==> config.mk <==
export PLATFORM = sky130hd
export DESIGN_NAME = systolic_writeback_flat
export DESIGN_NICKNAME = d
export VERILOG_FILES = /design/src/rtl/systolic_writeback_if.sv /design/src/rtl/systolic_writeback.sv /design/src/flat_wrapper.sv
export SDC_FILE = /design/constraint.sdc
export NUM_CORES = 1
export LEC_CHECK = 0
export ABC_AREA = 1
export CAP_MARGIN = 20
export CORE_MARGIN = 1.5
export CORE_UTILIZATION = 40
export DETAILED_ROUTE_END_ITERATION = 8
export GPL_TIMING_DRIVEN = 0
export HOLD_SLACK_MARGIN = 0.03
export MAX_ROUTING_LAYER = met4
export PLACE_DENSITY = 0.63
export SYNTH_ARGS = -nofsm -noshare
export SYNTH_HDL_FRONTEND = slang
export SYNTH_SLANG_ARGS = --single-unit
export TNS_END_PERCENT = 50
==> constraint.sdc <==
create_clock -name clk -period 13 [get_ports clk]
set_clock_uncertainty 0.2 [all_clocks]
set_input_delay 2.6 -clock clk [delete_from_list [all_inputs] [get_ports clk]]
set_output_delay 2.6 -clock clk [all_outputs]
set_load 0.005 [all_outputs]
==> src/rtl/systolic_writeback_if.sv <==
`default_nettype none
// ============================================================================
// systolic_writeback_if : output-SRAM write port (request/ready handshake)
// Rev 1.0
// ============================================================================
interface systolic_writeback_if #(
  parameter int ADDR_W = 7,
  parameter int DATA_W = 64
);
  logic              out_sram_wen;
  logic [ADDR_W-1:0] out_sram_addr;
  logic [DATA_W-1:0] out_sram_wdata;
  logic              out_sram_ready;

  modport master (
    output out_sram_wen,
    output out_sram_addr,
    output out_sram_wdata,
    input  out_sram_ready
  );

  modport slave (
    input  out_sram_wen,
    input  out_sram_addr,
    input  out_sram_wdata,
    output out_sram_ready
  );
endinterface
`default_nettype wire

==> src/rtl/systolic_writeback.sv <==
`default_nettype none
// ============================================================================
// systolic_writeback : rounds/shifts/saturates accumulator rows to int8 and
// commits them to the output SRAM through a small first-word-fall-through FIFO.
// Rev 1.0
// ============================================================================
module systolic_writeback #(
  parameter int ARRAY_SIZE    = 8,
  parameter int ACC_W         = 20,
  parameter int K_ACCUM_DEPTH = 8,
  parameter int ADDR_W        = 7,
  parameter int FIFO_DEPTH    = 4
) (
  input  logic                          clk,
  input  logic                          srstn,
  input  logic                          sram_write_enable,
  input  logic [5:0]                    matrix_index,
  input  logic [5:0]                    data_set,
  input  logic [ARRAY_SIZE*ACC_W-1:0]   acc_in,
  input  logic [3:0]                    shift,
  input  logic                          tpu_done,
  systolic_writeback_if.master          sram_if,
  output logic [$clog2(FIFO_DEPTH):0]   fifo_level,
  output logic                          sat_flag,
  output logic                          overflow_err,
  output logic                          wb_done
);

  localparam int DATA_W = ARRAY_SIZE * 8;
  localparam int PTR_W  = $clog2(FIFO_DEPTH);
  localparam int LVL_W  = PTR_W + 1;
  localparam int ROWS   = K_ACCUM_DEPTH + 1;
  localparam logic signed [ACC_W:0] C_MAX = (ACC_W+1)'(127);
  localparam logic signed [ACC_W:0] C_MIN = (ACC_W+1)'(-128);

  // ---------------------------------------------------------------- S1 capture
  logic                        s1_valid_q;
  logic [ARRAY_SIZE*ACC_W-1:0] s1_acc_q;
  logic [ADDR_W-1:0]           s1_addr_q;
  logic [ADDR_W-1:0]           s1_addr_d;

  // Operands are truncated first; the result is identical modulo 2^ADDR_W.
  assign s1_addr_d = ADDR_W'(data_set) * ADDR_W'(ROWS) + ADDR_W'(matrix_index);

  always_ff @(posedge clk) begin
    if (!srstn) s1_valid_q <= 1'b0;
    else        s1_valid_q <= sram_write_enable;
  end

  always_ff @(posedge clk) begin
    if (sram_write_enable) begin
      s1_acc_q  <= acc_in;
      s1_addr_q <= s1_addr_d;
    end
  end

  // --------------------------------------------------------------- S2 quantize
  logic [DATA_W-1:0]     s2_row_d;
  logic [ARRAY_SIZE-1:0] lane_clip;

  for (genvar gi = 0; gi < ARRAY_SIZE; gi++) begin : g_lane
    logic signed [ACC_W:0] ext;
    logic signed [ACC_W:0] bias;
    logic signed [ACC_W:0] sum;
    logic signed [ACC_W:0] v;

    // One extra bit of headroom keeps the rounding add from wrapping.
    assign ext  = {s1_acc_q[gi*ACC_W+ACC_W-1], s1_acc_q[gi*ACC_W +: ACC_W]};
    assign bias = (shift == 4'd0) ? '0 : ((ACC_W+1)'(1) << (shift - 4'd1));
    assign sum  = ext + bias;
    assign v    = sum >>> shift;

    assign lane_clip[gi] = (v > C_MAX) || (v < C_MIN);
    assign s2_row_d[gi*8 +: 8] = (v > C_MAX) ? 8'h7F :
                                 (v < C_MIN) ? 8'h80 : v[7:0];
  end

  logic              s2_valid_q;
  logic [DATA_W-1:0] s2_row_q;
  logic [ADDR_W-1:0] s2_addr_q;
  logic              sat_q;

  always_ff @(posedge clk) begin
    if (!srstn) begin
      s2_valid_q <= 1'b0;
      sat_q      <= 1'b0;
    end else begin
      s2_valid_q <= s1_valid_q;
      if (s1_valid_q && (|lane_clip)) sat_q <= 1'b1;
    end
  end

  always_ff @(posedge clk) begin
    if (s1_valid_q) begin
      s2_row_q  <= s2_row_d;
      s2_addr_q <= s1_addr_q;
    end
  end

  // --------------------------------------------------------------------- FIFO
  logic [DATA_W-1:0] mem_data_q [FIFO_DEPTH];
  logic [ADDR_W-1:0] mem_addr_q [FIFO_DEPTH];
  logic [PTR_W-1:0]  wr_ptr_q;
  logic [PTR_W-1:0]  rd_ptr_q;
  logic [LVL_W-1:0]  level_q;
  logic [LVL_W-1:0]  level_d;
  logic              ovf_q;
  logic              wen;
  logic              full;
  logic              pop;
  logic              push;
  logic              drop;

  assign wen  = (level_q != '0);
  assign full = (level_q == LVL_W'(FIFO_DEPTH));
  assign pop  = wen && sram_if.out_sram_ready;
  // A simultaneous pop frees the head slot, so a push into a full FIFO is legal.
  assign push = s2_valid_q && (!full || pop);
  assign drop = s2_valid_q && full && !pop;

  always_comb begin
    level_d = level_q;
    if (push && !pop)      level_d = level_q + LVL_W'(1);
    else if (pop && !push) level_d = level_q - LVL_W'(1);
  end

  always_ff @(posedge clk) begin
    if (!srstn) begin
      wr_ptr_q <= '0;
      rd_ptr_q <= '0;
      level_q  <= '0;
      ovf_q    <= 1'b0;
    end else begin
      if (push) wr_ptr_q <= wr_ptr_q + PTR_W'(1);
      if (pop)  rd_ptr_q <= rd_ptr_q + PTR_W'(1);
      level_q <= level_d;
      if (drop) ovf_q <= 1'b1;
    end
  end

  always_ff @(posedge clk) begin
    if (push) begin
      mem_data_q[wr_ptr_q] <= s2_row_q;
      mem_addr_q[wr_ptr_q] <= s2_addr_q;
    end
  end

  assign sram_if.out_sram_wen   = wen;
  assign sram_if.out_sram_addr  = wen ? mem_addr_q[rd_ptr_q] : '0;
  assign sram_if.out_sram_wdata = wen ? mem_data_q[rd_ptr_q] : '0;

  // ---------------------------------------------------------------------- FSM
  typedef enum logic [1:0] {
    S_IDLE   = 2'd0,
    S_ACTIVE = 2'd1,
    S_FLUSH  = 2'd2,
    S_DONE   = 2'd3
  } state_t;

  state_t state_q;
  logic   wb_done_q;

  always_ff @(posedge clk) begin
    if (!srstn) begin
      state_q   <= S_IDLE;
      wb_done_q <= 1'b0;
    end else begin
      wb_done_q <= 1'b0;
      case (state_q)
        S_IDLE: begin
          if (tpu_done)               state_q <= S_FLUSH;
          else if (sram_write_enable) state_q <= S_ACTIVE;
        end
        S_ACTIVE: begin
          if (tpu_done) state_q <= S_FLUSH;
        end
        S_FLUSH: begin
          if (!s1_valid_q && !s2_valid_q && (level_q == '0)) begin
            state_q   <= S_DONE;
            wb_done_q <= 1'b1;
          end
        end
        default: state_q <= S_IDLE;
      endcase
    end
  end

  assign fifo_level   = level_q;
  assign sat_flag     = sat_q;
  assign overflow_err = ovf_q;
  assign wb_done      = wb_done_q;

endmodule
`default_nettype wire

==> src/flat_wrapper.sv <==
// flat-port wrapper written by rule: the top's interface ports become plain ports
module systolic_writeback_flat 
#(
  parameter int ARRAY_SIZE    = 8,
  parameter int ACC_W         = 20,
  parameter int K_ACCUM_DEPTH = 8,
  parameter int ADDR_W        = 7,
  parameter int FIFO_DEPTH    = 4
)
  (clk, srstn, sram_write_enable, matrix_index, data_set, acc_in, shift, tpu_done, fifo_level, sat_flag, overflow_err, wb_done, sram_if_out_sram_wen, sram_if_out_sram_addr, sram_if_out_sram_wdata, sram_if_out_sram_ready);
  systolic_writeback_if #(.ADDR_W(ADDR_W), .DATA_W((64))) sram_if_i ();
  input  logic clk;
  input  logic srstn;
  input  logic sram_write_enable;
  input  logic [5:0] matrix_index;
  input  logic [5:0] data_set;
  input  logic [ARRAY_SIZE*ACC_W-1:0] acc_in;
  input  logic [3:0] shift;
  input  logic tpu_done;
  output logic [$clog2(FIFO_DEPTH):0] fifo_level;
  output logic sat_flag;
  output logic overflow_err;
  output logic wb_done;
  output wire logic [$bits(sram_if_i.out_sram_wen)-1:0] sram_if_out_sram_wen;
  output wire logic [$bits(sram_if_i.out_sram_addr)-1:0] sram_if_out_sram_addr;
  output wire logic [$bits(sram_if_i.out_sram_wdata)-1:0] sram_if_out_sram_wdata;
  input wire logic [$bits(sram_if_i.out_sram_ready)-1:0] sram_if_out_sram_ready;
  assign sram_if_out_sram_wen = sram_if_i.out_sram_wen;
  assign sram_if_out_sram_addr = sram_if_i.out_sram_addr;
  assign sram_if_out_sram_wdata = sram_if_i.out_sram_wdata;
  assign sram_if_i.out_sram_ready = sram_if_out_sram_ready;
  systolic_writeback #(.ARRAY_SIZE(ARRAY_SIZE), .ACC_W(ACC_W), .K_ACCUM_DEPTH(K_ACCUM_DEPTH), .ADDR_W(ADDR_W), .FIFO_DEPTH(FIFO_DEPTH)) u_core (.clk(clk), .srstn(srstn), .sram_write_enable(sram_write_enable), .matrix_index(matrix_index), .data_set(data_set), .acc_in(acc_in), .shift(shift), .tpu_done(tpu_done), .sram_if(sram_if_i), .fifo_level(fifo_level), .sat_flag(sat_flag), .overflow_err(overflow_err), .wb_done(wb_done));
endmodule
=== Yosys cells after proc, flatten, opt, wreduce, memory -nomap -nowiden ===
Memory sizes are Yosys's and may differ from the RTL's. A register that Yosys moved wholly into a read port is not among the register bits.
Index checks and enable logic that the tools add are counted.
Widths: inputs -> output; s select.

* Memories kept: 2
* Output and inout port bits: 78
* Bits in writable memories: 284
* Register bits: 252
* Logic and storage cells: 124
* Bits of input ports: 181

{| class="wikitable"
|+ Memory list
! memory !! words !! bits a word !! read ports !! clocked after Yosys merged registers in !! wr ports !! RTL line !! text
|-
| u_core.mem_data_q || 4 || 64 || 1 || 1 || 1 || systolic_writeback.sv:101 || <nowiki>logic [DATA_W-1:0] mem_data_q [FIFO_DEPTH];</nowiki>
|-
| u_core.mem_addr_q || 4 || 7 || 1 || 1 || 1 || systolic_writeback.sv:102 || <nowiki>logic [ADDR_W-1:0] mem_addr_q [FIFO_DEPTH];</nowiki>
|}

* Shift-type cells: 9
* $lt $le $gt $ge: 16
* Eq/ne operators: 6
* Reductions and logical operators: 31
* $mul: 1
* $add $sub $neg: 14
* Mux-type cells: 25

{| class="wikitable"
|+ Operators by type and width
! operator !! number
|-
| $add 20x21->21 || 8
|-
| $gt 21x8->1 const B || 8
|-
| $lt 21x8->1 const B || 8
|-
| $sshr 21x4->21 || 8
|-
| $mux 64 || 1
|-
| $mux 8 || 8
|-
| $mux 21 || 1
|-
| $shl 1x4->21 const A || 1
|-
| $mux 2 || 8
|-
| $logic_and 1x1->1 || 9
|-
| $logic_or 1x1->1 || 9
|-
| $reduce_or 8->1 || 1
|-
| $add 7x6->7 || 1
|-
| $mul 6x4->7 const B || 1
|-
| $mux 7 || 1
|-
| $mux 3 || 2
|-
| $pmux 2 s3 || 1
|-
| $logic_not 1->1 || 5
|-
| $add 2x1->2 const B || 2
|-
| $logic_not 4->1 || 1
|-
| $sub 4x1->4 const B || 1
|-
| $add 3x1->3 const B || 1
|-
| $eq 3x3->1 const B || 1
|-
| $logic_not 3->1 || 1
|-
| 12 further kinds || 14
|}

=== Depth between registers and ports, before layout ===
Gate-level depths: netlist of the first run.

* Depth in word-level cells: 9
* Gate-level depth with buffers: 36

=== Worst setup path after synthesis of the first run ===
Ideal clock, no wire load.

* Path kind: input -> register
* Start: input sram_if_out_sram_ready
* End: memory u_core.mem_addr_q[0][0] (enable)
* Stages on the path: 4
* Library setup time: 0.501 ns
* Arrival time: 6.028 ns
* Path buffers: 0
* Slack: 6.271 ns
* Cell sequence: inv_1 a31oi_1 inv_1 nor2_1

* Word-level cells in the longest chain between the ends: 5

{| class="wikitable"
|+ RTL lines
! what !! RTL line !! text
|-
| start: declaration || flat_wrapper.sv:27 || <nowiki>input wire logic [$bits(sram_if_i.out_sram_ready)-1:0] sram_if_out_sram_ready;</nowiki>
|-
| $logic_and 1x1->1 || systolic_writeback.sv:116 || <nowiki>assign pop = wen && sram_if.out_sram_ready;</nowiki>
|-
| $logic_or 1x1->1 || systolic_writeback.sv:118 || <nowiki>assign push = s2_valid_q && (!full || pop);</nowiki>
|-
| $logic_and 1x1->1 || systolic_writeback.sv:118 ||
|-
| named net u_core.push || systolic_writeback.sv:111 || <nowiki>logic push;</nowiki>
|-
| $mux 1 || systolic_writeback.sv:142 || <nowiki>if (push) begin</nowiki>
|-
| $mux 1 (implied by the code) || systolic_writeback.sv:144 || <nowiki>mem_addr_q[wr_ptr_q] <= s2_addr_q;</nowiki>
|-
| end: declaration || systolic_writeback.sv:102 ||
|}

The timed path passes the listed nets, and every way through them passes these cells.

=== Worst setup path in the final report of the first run ===
* Start: input shift[3]
* End: register u_core.s2_row_q[51], data pin

* Word-level cells in the longest chain between the ends: 7

{| class="wikitable"
|+ RTL lines
! what !! RTL line !! text
|-
| start: declaration || flat_wrapper.sv:18 || <nowiki>input logic [3:0] shift;</nowiki>
|-
| $sub 4x1->4 || systolic_writeback.sv:69 || <nowiki>assign bias = (shift == 4'd0) ? '0 : ((ACC_W+1)'(1) << (shift - 4'd1));</nowiki>
|-
| $shl 1x4->21 || systolic_writeback.sv:69 ||
|-
| $mux 21 || systolic_writeback.sv:69 ||
|-
| $add 20x21->21 || systolic_writeback.sv:70 || <nowiki>assign sum = ext + bias;</nowiki>
|-
| $sshr 21x4->21 * || systolic_writeback.sv:71 || <nowiki>assign v = sum >>> shift;</nowiki>
|-
| $lt 21x8->1 || systolic_writeback.sv:75 || <nowiki>(v < C_MIN) ? 8'h80 : v[7:0];</nowiki>
|-
| $mux 8 || systolic_writeback.sv:75 ||
|-
| end signal: assignment || systolic_writeback.sv:95 || <nowiki>s2_row_q <= s2_row_d;</nowiki>
|-
| end: declaration || systolic_writeback.sv:79 || <nowiki>logic [DATA_W-1:0] s2_row_q;</nowiki>
|}

Mark *: on every way between the ends. The rest lies on a longest branch, timed or not.
A chain may end at the register's enable or synchronous reset.

==> impl_results.md, run 1 <==
- Status: completed
- RSZ-0062 raised after global routing: false
- Clock sink count: 538
- IO buf count: 255
- Critical path arrival: 9.98 ns
- Drt first pass iters: 7
- Final hold vios: 0
- Mapped Area: 38200 um2
- Prevailing post-synth register cell: edfxtp_1
- Max Cap Violations: 0
- Most frequent cells in the layout: 1596 x nand2_1, 893 x nand3_1, 610 x nor2_1
- Clk slew on worst S/H paths: 0.06 ns
- GRT Total Usage: 38.2%
- Postcts setup bufs: 0
- Fmax: 0.103 GHz
- Num rows: 113
- Part of the Yosys area used for sequential elements: 41.8%
- Post-synthesis async set-or-reset flop share: 0%
- Worst-path fanout max: 10
- Cells after synthesis: 5299
- Fin crit period: 9.69 ns
- Final-stage net count: 5934
- P&R area growth vs syn: 17.6%
- First-pass GRT wire length: 260000 um
- Startpoint types: input pin
- Number of distinct library cells after synthesis: 59
- CTS buffer count: 55
- Initial antenna violation count: 6
- DIE AREA: 97500 um2
- Post-DR vias/cell: 5.75
- Worst Path Required: 13.29 ns
- Commonest non-fill, non-tap cell in the layout: nand2_1
- Finished Core Util: 47.4%
- Post_cts resized: 0
- Routed WL: 186000 um
- Setup violations, final: 0
- Yosys warnings: 0
- Die width: 312 um
- P per Cell Area: 127 nW/um2
- Worst slew margin: 9.89%
- CTS Buffer Depth: 3
- CTS tree: yes
- Root Buffer: clkbuf_16
- Io pins: 259
- Maximum VDD drop: 111 uV
- Syn Area/Cell: 7.22 um2
- Final Cycle Share: 74.5%
- Avg WL per Cell: 26.7 um
- Layout cells sized above 1: 5.42%
- Worst-Skew Late Latency: 0.67 ns
- Post-synth EDFFs: 522
- Placer's final routability congestion estimate: 1.09
- DR vias: 40102
- Leakage: 20.0 nW
- Number of synthesized register bits: 538
- Endpoint type of the worst setup path: flip-flop
- Setup TNS: 0 ns
- Largest net degree at the start of global routing: 113
- Initial Utilization: 40.3%
- Hold WC Path Type: flip-flop to flip-flop
- Antenna-violating nets left: 0
- Hold-fix buffers at CTS: 0
- DRT iter0 DRCs: 5451
- GRT overflow: 0
- Post-DP Area: 43100 um2
- Dpl hpwl: 144000 um
- Final instance area: 45000 um2
- Vert. Die Dim: 312 um
- Kind of critical path: input pin to flip-flop
- H-tree depth: 2
- Worst slew pin tran: 1.35 ns
- Vias in the first global route: 36576
- Core footprint: 94900 um2
- Final Max Tran Viols: 0
- Drt drc: 0
[critical path, stage by stage]
cell and delay (ns):
clkdlybuf4s50_1 0.57, inv_2 0.14, nand2_1 0.38, clkbuf_1 0.94
buf_1 0.86, nor2_2 0.38, buf_16 0.27, ha_1 0.36
inv_1 0.07, o21bai_1 0.16, nand3_1 0.10, nand2_1 0.13
inv_1 0.09, nand2_2 0.12, nand3_1 0.12, nand2_1 0.12
nand2_1 0.05, nand3_1 0.11, nand3_1 0.27, nand3_1 0.24
nand3_1 0.27, nand2_1 0.15, nand3_1 0.08, nor2_1 0.10
nand3_1 0.08, nand2_1 0.41, o2111ai_1 0.55, nand2_1 0.17
[flip-flops by register name, summed over array words and instances, names as in the netlist, named ones only]
name                 cells
u_core.mem_data_q      256
u_core.s1_acc_q        160
u_core.s2_row_q         64
u_core.mem_addr_q       28
u_core.s1_addr_q         7
u_core.s2_addr_q         7
u_core.fifo_level        3
u_core.rd_ptr_q          2
u_core.state_q           2
u_core.wr_ptr_q          2
u_core.overflow_err      1
u_core.s1_valid_q        1
u_core.s2_valid_q        1
u_core.sat_flag          1
u_core.wb_done           1
[per-layer routing]
metal,global-route usage [%],vias up,wire length [um]
li1,-,18526,-
met1,50.5,18978,78500
met2,55.0,2130,78100
met3,8.84,468,18800
met4,18.2,0,10600
met5,-,-,0
[synthesized netlist by cell type (all sizes together), types with 13 or more instances]
cell type / count / share of area [%]
nand2: 1660 / 17
nand3: 913 / 12
nor2: 647 / 6.7
edfxtp: 522 / 41
inv: 472 / 4.7
o21ai: 254 / 3.4
a21oi: 201 / 2.7
buf: 100 / 1.3
clkbuf: 100 / 0.98
ha: 93 / 3.0
nand4: 73 / 1.2
xor2: 54 / 1.2
o21bai: 27 / 0.53
o211ai: 20 / 0.39
o2111ai: 19 / 0.44
a22oi: 16 / 0.31
dfxtp: 16 / 0.84
nor3: 16 / 0.21
a31oi: 13 / 0.21
[cell type report]
type / instances / area (um2)
fill: 9683 / 49900
multi-input combinational: 4094 / 19600
sequential: 538 / 16000
timing repair buffer: 293 / 3240
inverter: 474 / 1800
tap: 1265 / 1580
clock buffer: 69 / 1450
buffer: 200 / 886
clock inverter: 35 / 338
antenna: 11 / 27.5
[path summary, 6_finish.rpt]
kind	startpoint	to	slack, ns	depth (start not counted)
max reg2reg	u_core.s1_acc_q[127]	u_core.s2_row_q[51]	8.39	21
max	shift[3]	u_core.s2_row_q[51]	3.31	28
min reg2reg	u_core.s1_addr_q[4]	u_core.s2_addr_q[4]	0.22	0
min	u_core.s1_addr_q[4]	u_core.s2_addr_q[4]	0.22	0
[power by group]
part	total, mW	switching [mW]	internal (mW)
combinational	2.06	1.36	0.709
clock	1.58	0.687	0.894
sequential	2.09	0.0661	2.02
total	5.73	2.11	3.62
[cells by family (layout without fill, tap and decap cells)]
group / count (synthesis) / after routing / share of synthesized area (%)
muxes: 7 / 7 / 0.183
adders and majority gates: 97 / 97 / 3.25
buffers and inverters: 674 / 1071 / 7.01
AOI/OAI and AO/OA: 583 / 583 / 8.63
DFF: 538 / 538 / 41.8
other: 1 / 19 / 0.00980
and+or+nand+nor: 3343 / 3343 / 37.8
xor gates and xnor gates: 56 / 56 / 1.28
[through the flow]
step / std cells / power (mW) / hold WS [ns] / setup slack, ns
final: 6979 / 5.73 / 0.219 / 3.31
after global routing: 6976 / 5.98 / 0.229 / 3.45
after CTS: 6962 / 5.73 / 0.220 / 3.87
after floorplan: 5306 / 3.13 / 0.200 / 6.27
after detailed placement: 6858 / 4.14 / 0.205 / 3.20
after global placement: 6826 / 4.13 / 0.203 / 2.37
No activity file was read; power rests on OpenSTA's default activity.
==> run 2: changes to the inputs <==
==> constraint.sdc (replaced) <==
create_clock -name clk -period 9.7 [get_ports clk]
set_clock_uncertainty 0.2 [all_clocks]
set_input_delay 1.94 -clock clk [delete_from_list [all_inputs] [get_ports clk]]
set_output_delay 1.94 -clock clk [all_outputs]
set_load 0.005 [all_outputs]
==> results of run 2 <==
Same layout as run 1 (identical final DEF). Status: completed.
Main changes from that run: setup slack after placement 3.20 ns -> 0.559 ns; setup slack after layout 3.31 ns -> 0.673 ns; register-to-register setup slack 8.39 ns -> 5.09 ns; total power 5.73 mW -> 7.68 mW; worst IR drop on VDD 111 uV -> 148 uV
